==> config.mk <==
export PLATFORM = sky130hd
export DESIGN_NAME = sc_hwa_acc_flat
export DESIGN_NICKNAME = d
export VERILOG_FILES = /design/src/rtl/sc_fir_pkg.sv /design/src/rtl/sc_hwa_acc_if.sv /design/src/rtl/sc_sng.sv /design/src/rtl/sc_hwa_acc.sv /design/src/flat_wrapper.sv
export SDC_FILE = /design/constraint.sdc
export NUM_CORES = 1
export LEC_CHECK = 0
export ABC_AREA = 1
export ABC_CLOCK_PERIOD_IN_PS = 5600
export CORE_MARGIN = 8
export CORE_UTILIZATION = 40
export CTS_CLUSTER_DIAMETER = 80
export DETAILED_ROUTE_END_ITERATION = 10
export PLACE_DENSITY = 0.73
export SLEW_MARGIN = 20
export SYNTH_ARGS = -nofsm -noshare
export SYNTH_HDL_FRONTEND = slang
export SYNTH_SLANG_ARGS = --single-unit
export TNS_END_PERCENT = 1
==> constraint.sdc <==
create_clock -name clock -period 5.6 [get_ports clock]
set_clock_uncertainty 0.1 [all_clocks]
set_input_delay 1.4 -clock clock [delete_from_list [all_inputs] [get_ports clock]]
set_output_delay 1.4 -clock clock [all_outputs]
set_load 0.05 [all_outputs]
==> src/rtl/sc_fir_pkg.sv <==
// Shared types and defaults for the stochastic-computing FIR accumulator.
// Holds the FSM state encoding and the tap-select width helper.
package sc_fir_pkg;

  localparam int N_DEF    = 10;
  localparam int TAPS_DEF = 11;

  typedef enum logic [1:0] {
    S_IDLE = 2'd0,
    S_RUN  = 2'd1,
    S_HOLD = 2'd2
  } state_t;

  // A single tap still needs a one-bit select so the port never collapses to zero width.
  function automatic int sel_w(input int taps);
    return (taps > 1) ? $clog2(taps) : 1;
  endfunction

endpackage

==> src/rtl/sc_hwa_acc_if.sv <==
// Sample-in / count-out handshake bundle for sc_hwa_acc, plus the per-cycle
// random number and tap-selection inputs.
interface sc_hwa_acc_if
  import sc_fir_pkg::*;
#(
  parameter int N    = N_DEF,
  parameter int TAPS = TAPS_DEF
);

  localparam int SW = sel_w(TAPS);

  logic [TAPS-1:0][N:0] in_data;
  logic                 in_valid;
  logic                 in_ready;
  logic [N-1:0]         r_y;
  logic [SW-1:0]        sel_tap;
  logic                 fold_sel;
  logic [N:0]           out_data;
  logic                 out_valid;
  logic                 out_ready;
  logic                 busy;

  modport master (
    output in_data, in_valid, r_y, sel_tap, fold_sel, out_ready,
    input  in_ready, out_data, out_valid, busy
  );

  modport slave (
    input  in_data, in_valid, r_y, sel_tap, fold_sel, out_ready,
    output in_ready, out_data, out_valid, busy
  );

endinterface

==> src/rtl/sc_sng.sv <==
// Stochastic number generator bit: compares a binary sample against a random
// number and applies the coefficient sign.
module sc_sng #(
  parameter int N = 10
) (
  input  logic [N:0]   i_sample,
  input  logic [N-1:0] i_rand,
  input  logic         i_neg,
  input  logic         i_en,
  output logic         o_bit
);

  assign o_bit = i_en & ((i_sample > {1'b0, i_rand}) ^ i_neg);

endmodule

==> src/rtl/sc_hwa_acc.sv <==
// Stochastic FIR accumulator: counts ones of a tap-multiplexed, sign-adjusted
// stochastic stream over 2^N cycles per captured sample set.
module sc_hwa_acc
  import sc_fir_pkg::*;
#(
  parameter int             N        = N_DEF,
  parameter int             TAPS     = TAPS_DEF,
  parameter logic [TAPS-1:0] NEG_MASK = '0,
  parameter bit             SYM      = 1'b0
) (
  input  logic          clock,
  input  logic          reset,
  sc_hwa_acc_if.slave   bus
);

  state_t               r_state;
  state_t               w_next;
  logic [TAPS-1:0][N:0] r_data;
  logic [N-1:0]         r_cnt;
  logic [N:0]           r_acc;

  int                   w_t;
  logic [N:0]           w_sample;
  logic                 w_neg;
  logic                 w_hit;
  logic                 w_bit;

  // Effective tap; a folded select below zero or any select past TAPS-1 leaves w_hit low.
  always_comb begin
    w_t      = int'(bus.sel_tap);
    w_sample = '0;
    w_neg    = 1'b0;
    w_hit    = 1'b0;
    if (SYM && bus.fold_sel) begin
      w_t = TAPS - 1 - int'(bus.sel_tap);
    end
    for (int k = 0; k < TAPS; k++) begin
      if (w_t == k) begin
        w_sample = r_data[k];
        w_neg    = NEG_MASK[k];
        w_hit    = 1'b1;
      end
    end
  end

  sc_sng #(.N(N)) u_sng (
    .i_sample (w_sample),
    .i_rand   (bus.r_y),
    .i_neg    (w_neg),
    .i_en     (w_hit),
    .o_bit    (w_bit)
  );

  always_comb begin
    w_next = r_state;
    case (r_state)
      S_IDLE:  if (bus.in_valid)  w_next = S_RUN;
      S_RUN:   if (r_cnt == '1)   w_next = S_HOLD;
      S_HOLD:  if (bus.out_ready) w_next = S_IDLE;
      default: w_next = S_IDLE;
    endcase
  end

  always_ff @(posedge clock) begin
    if (reset) begin
      r_state <= S_IDLE;
      r_cnt   <= '0;
      r_acc   <= '0;
    end else begin
      r_state <= w_next;
      if (r_state == S_IDLE && bus.in_valid) begin
        r_cnt <= '0;
        r_acc <= '0;
      end else if (r_state == S_RUN) begin
        r_cnt <= r_cnt + N'(1);
        r_acc <= r_acc + (N+1)'(w_bit);
      end
    end
  end

  // Sample registers are pure datapath: loaded on the handshake, never reset.
  always_ff @(posedge clock) begin
    if (r_state == S_IDLE && bus.in_valid) begin
      r_data <= bus.in_data;
    end
  end

  assign bus.in_ready  = (r_state == S_IDLE);
  assign bus.busy      = (r_state == S_RUN);
  assign bus.out_valid = (r_state == S_HOLD);
  assign bus.out_data  = r_acc;

endmodule

==> src/flat_wrapper.sv <==
// flat-port wrapper written by rule: the top's interface ports become plain ports
module sc_hwa_acc_flat import sc_fir_pkg::*;
#(
  parameter int             N        = N_DEF,
  parameter int             TAPS     = TAPS_DEF,
  parameter logic [TAPS-1:0] NEG_MASK = '0,
  parameter bit             SYM      = 1'b0
)
  (clock, reset, bus_in_data, bus_in_valid, bus_r_y, bus_sel_tap, bus_fold_sel, bus_out_ready, bus_in_ready, bus_out_data, bus_out_valid, bus_busy);
  sc_hwa_acc_if #(.N(N), .TAPS(TAPS)) bus_i ();
  input  logic clock;
  input  logic reset;
  input wire logic [$bits(bus_i.in_data)-1:0] bus_in_data;
  input wire logic [$bits(bus_i.in_valid)-1:0] bus_in_valid;
  input wire logic [$bits(bus_i.r_y)-1:0] bus_r_y;
  input wire logic [$bits(bus_i.sel_tap)-1:0] bus_sel_tap;
  input wire logic [$bits(bus_i.fold_sel)-1:0] bus_fold_sel;
  input wire logic [$bits(bus_i.out_ready)-1:0] bus_out_ready;
  output wire logic [$bits(bus_i.in_ready)-1:0] bus_in_ready;
  output wire logic [$bits(bus_i.out_data)-1:0] bus_out_data;
  output wire logic [$bits(bus_i.out_valid)-1:0] bus_out_valid;
  output wire logic [$bits(bus_i.busy)-1:0] bus_busy;
  assign bus_i.in_data = bus_in_data;
  assign bus_i.in_valid = bus_in_valid;
  assign bus_i.r_y = bus_r_y;
  assign bus_i.sel_tap = bus_sel_tap;
  assign bus_i.fold_sel = bus_fold_sel;
  assign bus_i.out_ready = bus_out_ready;
  assign bus_in_ready = bus_i.in_ready;
  assign bus_out_data = bus_i.out_data;
  assign bus_out_valid = bus_i.out_valid;
  assign bus_busy = bus_i.busy;
  sc_hwa_acc #(.N(N), .TAPS(TAPS), .NEG_MASK(NEG_MASK), .SYM(SYM)) u_core (.clock(clock), .reset(reset), .bus(bus_i));
endmodule
======== Word level (Yosys, flattened, before mapping) ========
Index checks and enable logic that the tools add are counted.
operators by class
  mux-type cells .......................... 26
  $lt $le $gt $ge ......................... 1
  equality and inequality tests ........... 16
  bitwise gates (word level) .............. 1
  reductions and logical operators ........ 5
  add/subtract/negate cells ............... 2
operators with widths
  operator                                                               number
  11-bit two-way mux                                                     11
  4-bit equality test, second input constant                             7
  11-bit by 1-bit adder with 11-bit output                               1
  11-bit by 10-bit greater-than comparator with 1-bit output             1
  1-bit two-way mux                                                      11
  10-bit by 1-bit adder with 10-bit output, second input constant        1
  10-bit equality test, second input constant                            1
  4-bit by 3-bit equality test with 1-bit output, second input constant  2
  2-bit two-way mux                                                      3
  2-bit case mux with 3 select lines                                     1
  4-bit by 2-bit equality test with 1-bit output, second input constant  1
  4-bit zero test                                                        1
  2-bit != test, second input constant                                   2
  3-bit AND reduction                                                    1
  2-bit by 1-bit equality test with 1-bit output, second input constant  1
  2-bit equality test, second input constant                             1
  2-bit zero test                                                        1
  2-bit by 1-bit != test with 1-bit output, second input constant        1
  2-bit OR reduction                                                     1
  1-bit AND                                                              1
  1-bit logical AND                                                      1
word-level totals
  word-level logic and storage cells ...... 65
  bits in registers ....................... 144
  output and inout bits ................... 14
  input port bits ......................... 140

======== Logic depth before layout (Yosys ltp) ========
Gate-level depths: netlist (run 1).
  depth after elaboration ................. 15
  mapped depth ............................ 34
  mapped depth without buffers ............ 34

======== Modules after synthesis ========
Synthesis (run 1) repeated with hierarchy kept, for this count alone.
unflattened totals
  cells, all modules ...................... 545
  area, all modules ....................... 6094.6 sq um
by module, submodules not included
  module      sequential area each (sq um)  cells each  times used  area each (sq um)
  sc_hwa_acc  4093.9                        491         1           5760.5
  sc_sng      0.0                           54          1           334.1

======== Worst setup path after synthesis (run 1) ========
Ideal clock, no wire load.
  kind .................................... input port to flip-flop
  start ................................... in bus_in_valid
  end ..................................... reg u_core.r_cnt[9]
  buffers on the path ..................... 1
  cell stages on the path ................. 6
  data arrival time ....................... 4595 ps
  data required time ...................... 5376 ps
  library setup time ...................... 124 ps
  path slack .............................. 781 ps
  cells stage by stage .................... nand2_1 > inv_1 > nor2_2 > inv_1 > buf_2 > nor3_1
between the ends
  longest elaborated chain between the ends .. 2
RTL lines
  element                       line                RTL
  start, declared               flat_wrapper.sv:14  input wire logic [$bits(bus_i.in_valid)-1:0] bus_in_valid;
  1-bit logical AND             sc_hwa_acc.sv:71    if (r_state == S_IDLE && bus.in_valid) begin
  2-bit OR reduction (no line)  --
  end signal, assigned          sc_hwa_acc.sv:75    r_cnt <= r_cnt + N'(1);
  end, declared                 sc_hwa_acc.sv:19    logic [N-1:0] r_cnt;
No other way between the ends.
A chain may end at the register's enable or synchronous reset.

======== Worst setup path after layout (run 1) ========
  start ................................... in bus_sel_tap[3]
  end ..................................... reg u_core.r_acc[10] (netlist: u_core.bus.out_data[10])
between the ends
  longest elaborated chain between the ends .. 15
  elaborated cells between the ends (all ways) .. 36
  those cells by class .................... add/sub (1); order compare (1); eq/ne (10); mux (22); bitwise (1); reduce/logical (1)
RTL lines
  element                                                     line                RTL
  start, declared                                             flat_wrapper.sv:16  input wire logic [$bits(bus_i.sel_tap)-1:0] bus_sel_tap;
  4-bit zero test                                             sc_hwa_acc.sv:38    if (w_t == k) begin
  11-bit two-way mux (11 in series)                           sc_hwa_acc.sv:38
  11-bit by 10-bit greater-than comparator with 1-bit output  sc_sng.sv:13        assign o_bit = i_en & ((i_sample > {1'b0, i_rand}) ^ i_neg);
  1-bit AND *                                                 sc_sng.sv:13
  11-bit by 1-bit adder with 11-bit output *                  sc_hwa_acc.sv:76    r_acc <= r_acc + (N+1)'(w_bit);
  end signal, assigned                                        sc_hwa_acc.sv:76
  end, declared                                               sc_hwa_acc.sv:20    logic [N:0] r_acc;
Every way passes the cells marked *; elsewhere a longest branch is shown, timed or not.

==> results of run 1 <==
[worst paths after layout]
kind | end | cells after the start
min | u_core.r_cnt[8] | 2
max reg2reg | u_core.bus.out_data[10] | 31
min reg2reg | u_core.r_cnt[8] | 2
max | u_core.bus.out_data[10] | 33
[cells by family after synthesis]
logic type | Yosys count | synth area share (%)
AO/OA/AOI/OAI | 39 | 3.34
adder cells (fa/ha/maj) | 13 | 2.65
buffers and inverters | 86 | 5.48
flip-flops | 144 | 66.7
AND/OR/NAND/NOR | 304 | 21.8
[state kept, by name (all words and copies together) (netlist names)]
signal and cells:
u_core.r_state 2, u_core.r_data 121, u_core.r_cnt 10, u_core.bus.out_data 11
[area by class of cell]
| class | instances | area share [%] |
|---|---|---|
| flip-flops and latches | 144 | 46.6 |
| repair buffers | 187 | 20.5 |
| multi-input cells | 356 | 19.9 |
| clock buffers | 30 | 6.80 |
| inverters | 80 | 3.44 |
| well taps | 188 | 2.67 |
| clock inverters | 2 | 0.0996 |
[per-stage QoR]
stage	worst slack, ns	hold slack, ns	total power, mW	std cells
final	0.354	0.384	2.69	987
after global routing	-0.0242	0.412	2.79	987
after CTS	0.161	0.382	2.71	986
after detailed placement	-0.276	0.374	1.59	954
after global placement	-0.113	0.362	1.58	954
after floorplan	0.781	0.351	1.43	586
[placed cells by master, fill, tap and decap left out, types with 2 or more instances in the layout]
cell type          n
a21oi_1           25
a31oi_1            2
buf_4             33
clkbuf_1           4
clkbuf_16         20
clkbuf_8           6
clkdlybuf4s50_1  151
clkinv_1           3
dfxtp_1           23
edfxtp_1         121
ha_1              12
inv_1             72
inv_2              5
nand2_1          167
nand2_2            2
nand3_1           20
nand3b_1           3
nand4_1           19
nor2_1            55
nor2_2             6
nor2_4             4
nor3_1             4
nor3_2             3
nor3_4             2
nor3b_1            2
o21a_1             2
o21ai_0            9
or2_2             14
[worst max-delay path, delay by kind of cell]
kind,cells,cell delay [ns]
AOI/OAI and AO/OA,1,0.05
adders and majority gates,3,0.67
buffers and inverters,7,1.25
and+or+nand+nor,22,2.14
[layer usage]
metal  up-vias  track usage (%)  wire [microns]
met3        23             6.57            1220
li1       2348                -               -
met5         -                0              12
met1      2168             18.9            6620
met2       145             27.8            7760
met4         2             5.89             273
[timing repair]
action,CTS,global route
endpoints found under the setup margin,0,5
endpoints found under the hold margin,0,0
resized for setup,0,19
setup buffers,0,1
[report_power, final]
part | internal (mW) | switching (mW)
registers | 1.25 | 0.0198
logic | 0.142 | 0.150
clock network | 0.716 | 0.408
total | 2.11 | 0.578
==> flow_summary_export.csv, run 1 <==
group,metric,value,unit
logic_synthesis,synthTopCellsByCount,"170 x nand2_1, 121 x edfxtp_1, 76 x inv_1, 61 x nor2_1, 25 x a21oi_1",
cts,hold_buffers,0,
finish,fill_cells,1216,
finish,finish.utilization,58.3,%
critical_path,worstReg2RegStart,"u_core.r_data[3]",
finish,regArea,4090,sq um
logic_synthesis,async_reset_ff_share,0,%
timing,slew_violations,0,
logic_synthesis,yosysMostFrequentCell,"nand2_1",
grt,grt_antenna_before_repair,1,
route,routed_wl,15900,microns
cts,cts_inserted_buffers,17,
job,max_cap_violations,0,
placed_design,portBuffers,152,
logic_synthesis,yosys.area.top_type_share,59.2,%
cts,clock_tree.buffer_depth,2,
logic_synthesis,synth_edf_count,121,
floorplanning,die_x,140,microns
power_and_ir_drop,total_leakage_power,3.50,nW
grt,grt_pass1_wl,24900,microns
timing,min_period_over_period,93.7,%
grt,grtUsageTotal,16.6,%
finish,syn2layout_area_growth,43.3,%
floorplanning,placeableCoreArea,15100,sq um
logic_synthesis,yosys_most_used_dff,"edfxtp_1",
logic_synthesis,avgSynthCellArea,10.5,sq um
critical_path,cp-start-kind,"primary input",
grt,grt_pass1_vias,4957,
critical_path,arrival,5.50,ns
critical_path,criticalPathCategory,"in -> reg",
route,drt-vias-per-instance,4.75,
route,routedWlPerCell,16.1,microns
timing,max_freq,191,MHz
placed_design,place.gp.congestion,0.802,
power_and_ir_drop,powerDensity,306,nW/um^2
logic_synthesis,syn_area,6140,sq um
route,drc_errors,0,
timing,setup_tns,0,ns
timing,hold_viol_final,0,
critical_path,slowest_stage,"clkdlybuf4s50_1",
route,via_count,4686,
floorplanning,ios,154,
critical_path,path_max_fanout,10,
cts,insertion_delay,0.42,ns
cts,cts_sinks,144,
placed_design,hpwl,12000,microns
critical_path,crit_top_cell,"nand2_1",
critical_path,cp-startpoint,"bus_sel_tap[3]",
grt,grt-ovfl-total,0,
logic_synthesis,yosysSeqAreaShare,66.7,%
hold_path,hp-start,"u_core.r_cnt[8]",
timing,slew_headroom,51.2,%
floorplanning,die_h,140,microns
hold_path,hold_path.class,"reg -> reg",
route,drtAntennaViolNets,0,
logic_synthesis,syn-instance-count,586,
placed_design,postPlaceCellArea,8130,sq um
power_and_ir_drop,ir_drop,0.000226,V
cts,cts.reportedPaths.clkPinSlew,0.06,ns
finish,drive_above_1_share,12.8,%
outcome,status,"finished, final reports clean",
timing,setup_viol,0,
route,drt_iter0_drc,242,
critical_path,critPathRequiredTime,5.86,ns
floorplanning,die-area,19600,sq um
cts,cts_root_buf,"clkbuf_16",
finish,finalNetCount,939,
finish,multi_input_comb_area,1750,sq um
finish,design_area,8790,sq um
critical_path,cp_slowest_stage_delay,0.54,ns
logic_synthesis,synth_area_leaders,"edfxtp_1 59%, nand2_1 10%, dfxtp_1 7.5%, inv_1 4.6%, nor2_1 3.7%",
finish,antenna_cells,0,
cts,cts-htree-levels,4,
floorplanning,fp-row-count,45,
logic_synthesis,synth.net_count,739,
timing,period_minus_slack,5.25,ns
cts,cts_tree,"yes",
logic_synthesis,synth-seq-cells,144,
floorplanning,start_util,40.7,%
logic_synthesis,synth_largest_area_cell,"edfxtp_1",
route,dr.pass1.iters,5,
logic_synthesis,synth_cell_types,29,
grt,grt_max_degree,64,
timing,worst_pin_slew,0.732,ns
logic_synthesis,synth_warnings,0,
critical_path,r2r_slack,1.91,ns
critical_path,cp-end-kind,"flop",
Note: power is estimated with default switching activity, not from simulation.
==> run 2, diff against run 1 <==
HOLD_SLACK_MARGIN = 0.05   (was default)
==> results of run 2 <==
Final layout, timing and power as in run 1 (identical DEF).
==> run 3, diff against run 2 <==
ABC_CLOCK_PERIOD_IN_PS = default   (was 5600)
MAX_ROUTING_LAYER = met4   (was default)
==> flow_summary_export.csv, run 3 (synthesis gave the netlist of run 1 again) <==
group,metric,value,unit
outcome,status,"finished, final reports clean",
finish,fill_cells,1215,
finish,final_cell_mix,"167 x nand2_1, 151 x clkdlybuf4s50_1, 121 x edfxtp_1",
cts,cts-htree-levels,4,
route,routedWlPerCell,16.1,microns
power_and_ir_drop,powerDensity,306,nW/um^2
critical_path,r2r_end,"u_core.bus.out_data[10]",
route,wl_met2,7840,microns
timing,slew_violations,0,
route,drc_errors,0,
floorplanning,die_h,140,microns
critical_path,r2r_slack,1.91,ns
finish,syn2layout_area_growth,43.3,%
cts,cts_inserted_buffers,17,
placed_design,postPlaceCellArea,8130,sq um
floorplanning,fp-row-count,45,
critical_path,arrival,5.50,ns
power_and_ir_drop,total_leakage_power,3.50,nW
critical_path,cp-end-kind,"flop",
grt,grt_antenna_before_repair,1,
power_and_ir_drop,p_seq_share,47.4,%
finish,drive_above_1_share,12.8,%
grt,grtUsageTotal,17.1,%
finish,largest_reg_flops,121,
critical_path,reg2regPathDepth,31,
route,drtAntennaViolNets,0,
cts,cts_tree,"yes",
timing,period_minus_slack,5.24,ns
timing,setup_viol,0,
route,routed_wl,15900,microns
cts,insertion_delay,0.42,ns
critical_path,criticalPathCategory,"in -> reg",
route,dr.pass1.iters,4,
route,drt_iter0_drc,257,
power_and_ir_drop,power,2.69,mW
timing,hold_viol_final,0,
cts,cts_root_buf,"clkbuf_16",
power_and_ir_drop,swShare,21.4,%
grt,grt_pass1_wl,24800,microns
power_and_ir_drop,ir_drop,0.000224,V
route,via_count,4694,
hold_path,hold_path.class,"reg -> reg",
power_and_ir_drop,p_comb_share,10.9,%
finish,final_common_cell,"nand2_1",
critical_path,slowest_stage,"clkdlybuf4s50_1",
placed_design,place.gp.congestion,0.814,
cts,cts.reportedPaths.clkPinSlew,0.05,ns
cts,hold_buffers,0,
route,top_layer,"met4",
hold_path,holdPathEnd,"u_core.r_cnt[8]",
timing,slew_headroom,51.1,%
route,route.met3.wl,1140,microns
power_and_ir_drop,cell_internal_pwr,2.11,mW
critical_path,critPathRequiredTime,5.85,ns
critical_path,cp-start-kind,"primary input",
floorplanning,die-area,19600,sq um
power_and_ir_drop,p_sw,576,uW
floorplanning,die_x,140,microns
grt,grt_pass1_vias,4968,
grt,grt-ovfl-total,0,
finish,design_area,8800,sq um
placed_design,hpwl,12000,microns
timing,max_freq,191,MHz
critical_path,crit_top_cell,"nand2_1",
hold_path,hp-start,"u_core.r_cnt[8]",
floorplanning,ios,154,
grt,grt_max_degree,64,
hold_path,worstHoldPathCells,2,
route,drt-vias-per-instance,4.75,
cts,cts_sinks,144,
timing,hold_ws,0.385,ns
critical_path,cp_slowest_stage_delay,0.54,ns
power_and_ir_drop,power.share.clock,41.7,%
critical_path,cp-startpoint,"bus_sel_tap[3]",
critical_path,worstReg2RegStart,"u_core.r_data[3]",
timing,min_period_over_period,93.7,%
timing,worst_pin_slew,0.734,ns
job,max_cap_violations,0,
floorplanning,start_util,40.7,%
route,wl_met1,6690,microns
cts,clock_tree.buffer_depth,2,
placed_design,portBuffers,152,
finish,finalNetCount,939,
floorplanning,placeableCoreArea,15100,sq um
critical_path,path_max_fanout,10,
finish,regMostFlops,"u_core.r_data",
run 3: changes by cell type in the layout (fill, tap and decap cells not counted):
cell     change
diode_2      +1
run 3: cell type report:
cell class | instances | area, sq um | area share (%)
inverter | 80 | 303 | 3.44
antenna | 1 | 2.50 | 0.0284
tap | 188 | 235 | 2.67
sequential | 144 | 4090 | 46.5
multi-input combinational | 356 | 1750 | 19.9
clock buffer | 30 | 598 | 6.80
clock inverter | 2 | 8.76 | 0.0996
timing repair buffer | 187 | 1800 | 20.5
run 3: worst max path at each step:
stage                                          to  cells past startpoint
after floorplan                   u_core.r_cnt[9]                      6
after global placement    u_core.bus.out_data[10]                     33
after detailed placement  u_core.bus.out_data[10]                     32
after CTS                 u_core.bus.out_data[10]                     32
after global routing      u_core.bus.out_data[10]                     36
final                     u_core.bus.out_data[10]                     33
run 3: power by group through the flow:
stage / Sequential [mW] / Clock [mW] / Combinational [mW]
2_1_floorplan: 1.30 / 0 / 0.127
5_1_grt: 1.28 / 1.19 / 0.323
3_3_place_gp: 1.29 / 0 / 0.284
3_5_place_dp: 1.30 / 0 / 0.292
4_1_cts: 1.27 / 1.15 / 0.294
6_report: 1.27 / 1.12 / 0.292
run 3: layer usage:
layer,up-vias,global-route usage (%)
met5,-,-
met4,0,5.54
met3,19,6.40
met2,148,27.8
met1,2180,19.2
li1,2347,-
run 3: critical path, delay by kind of cell:
family	cells	cell delay, ns
simple gates	22	2.13
compound gates	1	0.05
buf+inv	7	1.25
fa+ha+maj	3	0.67
run 3: stage by stage:
| stage | setup slack [ns] | utilization [%] | cells | setup TNS (ns) |
|---|---|---|---|---|
| 2_1_floorplan | 0.781 | - | 586 | 0 |
| 3_3_place_gp | -0.113 | 53.9 | 954 | -0.162 |
| 3_5_place_dp | -0.276 | 53.9 | 954 | -0.688 |
| 4_1_cts | 0.161 | 57.9 | 986 | 0 |
| 5_1_grt | -0.0218 | 58.3 | 988 | -0.0218 |
| 6_report | 0.355 | 58.3 | 988 | 0 |
run 3: what timing repair did:
item                                    CTS  global route
resized for setup                         0            19
endpoints found under the setup margin    0             5
setup buffers                             0             1
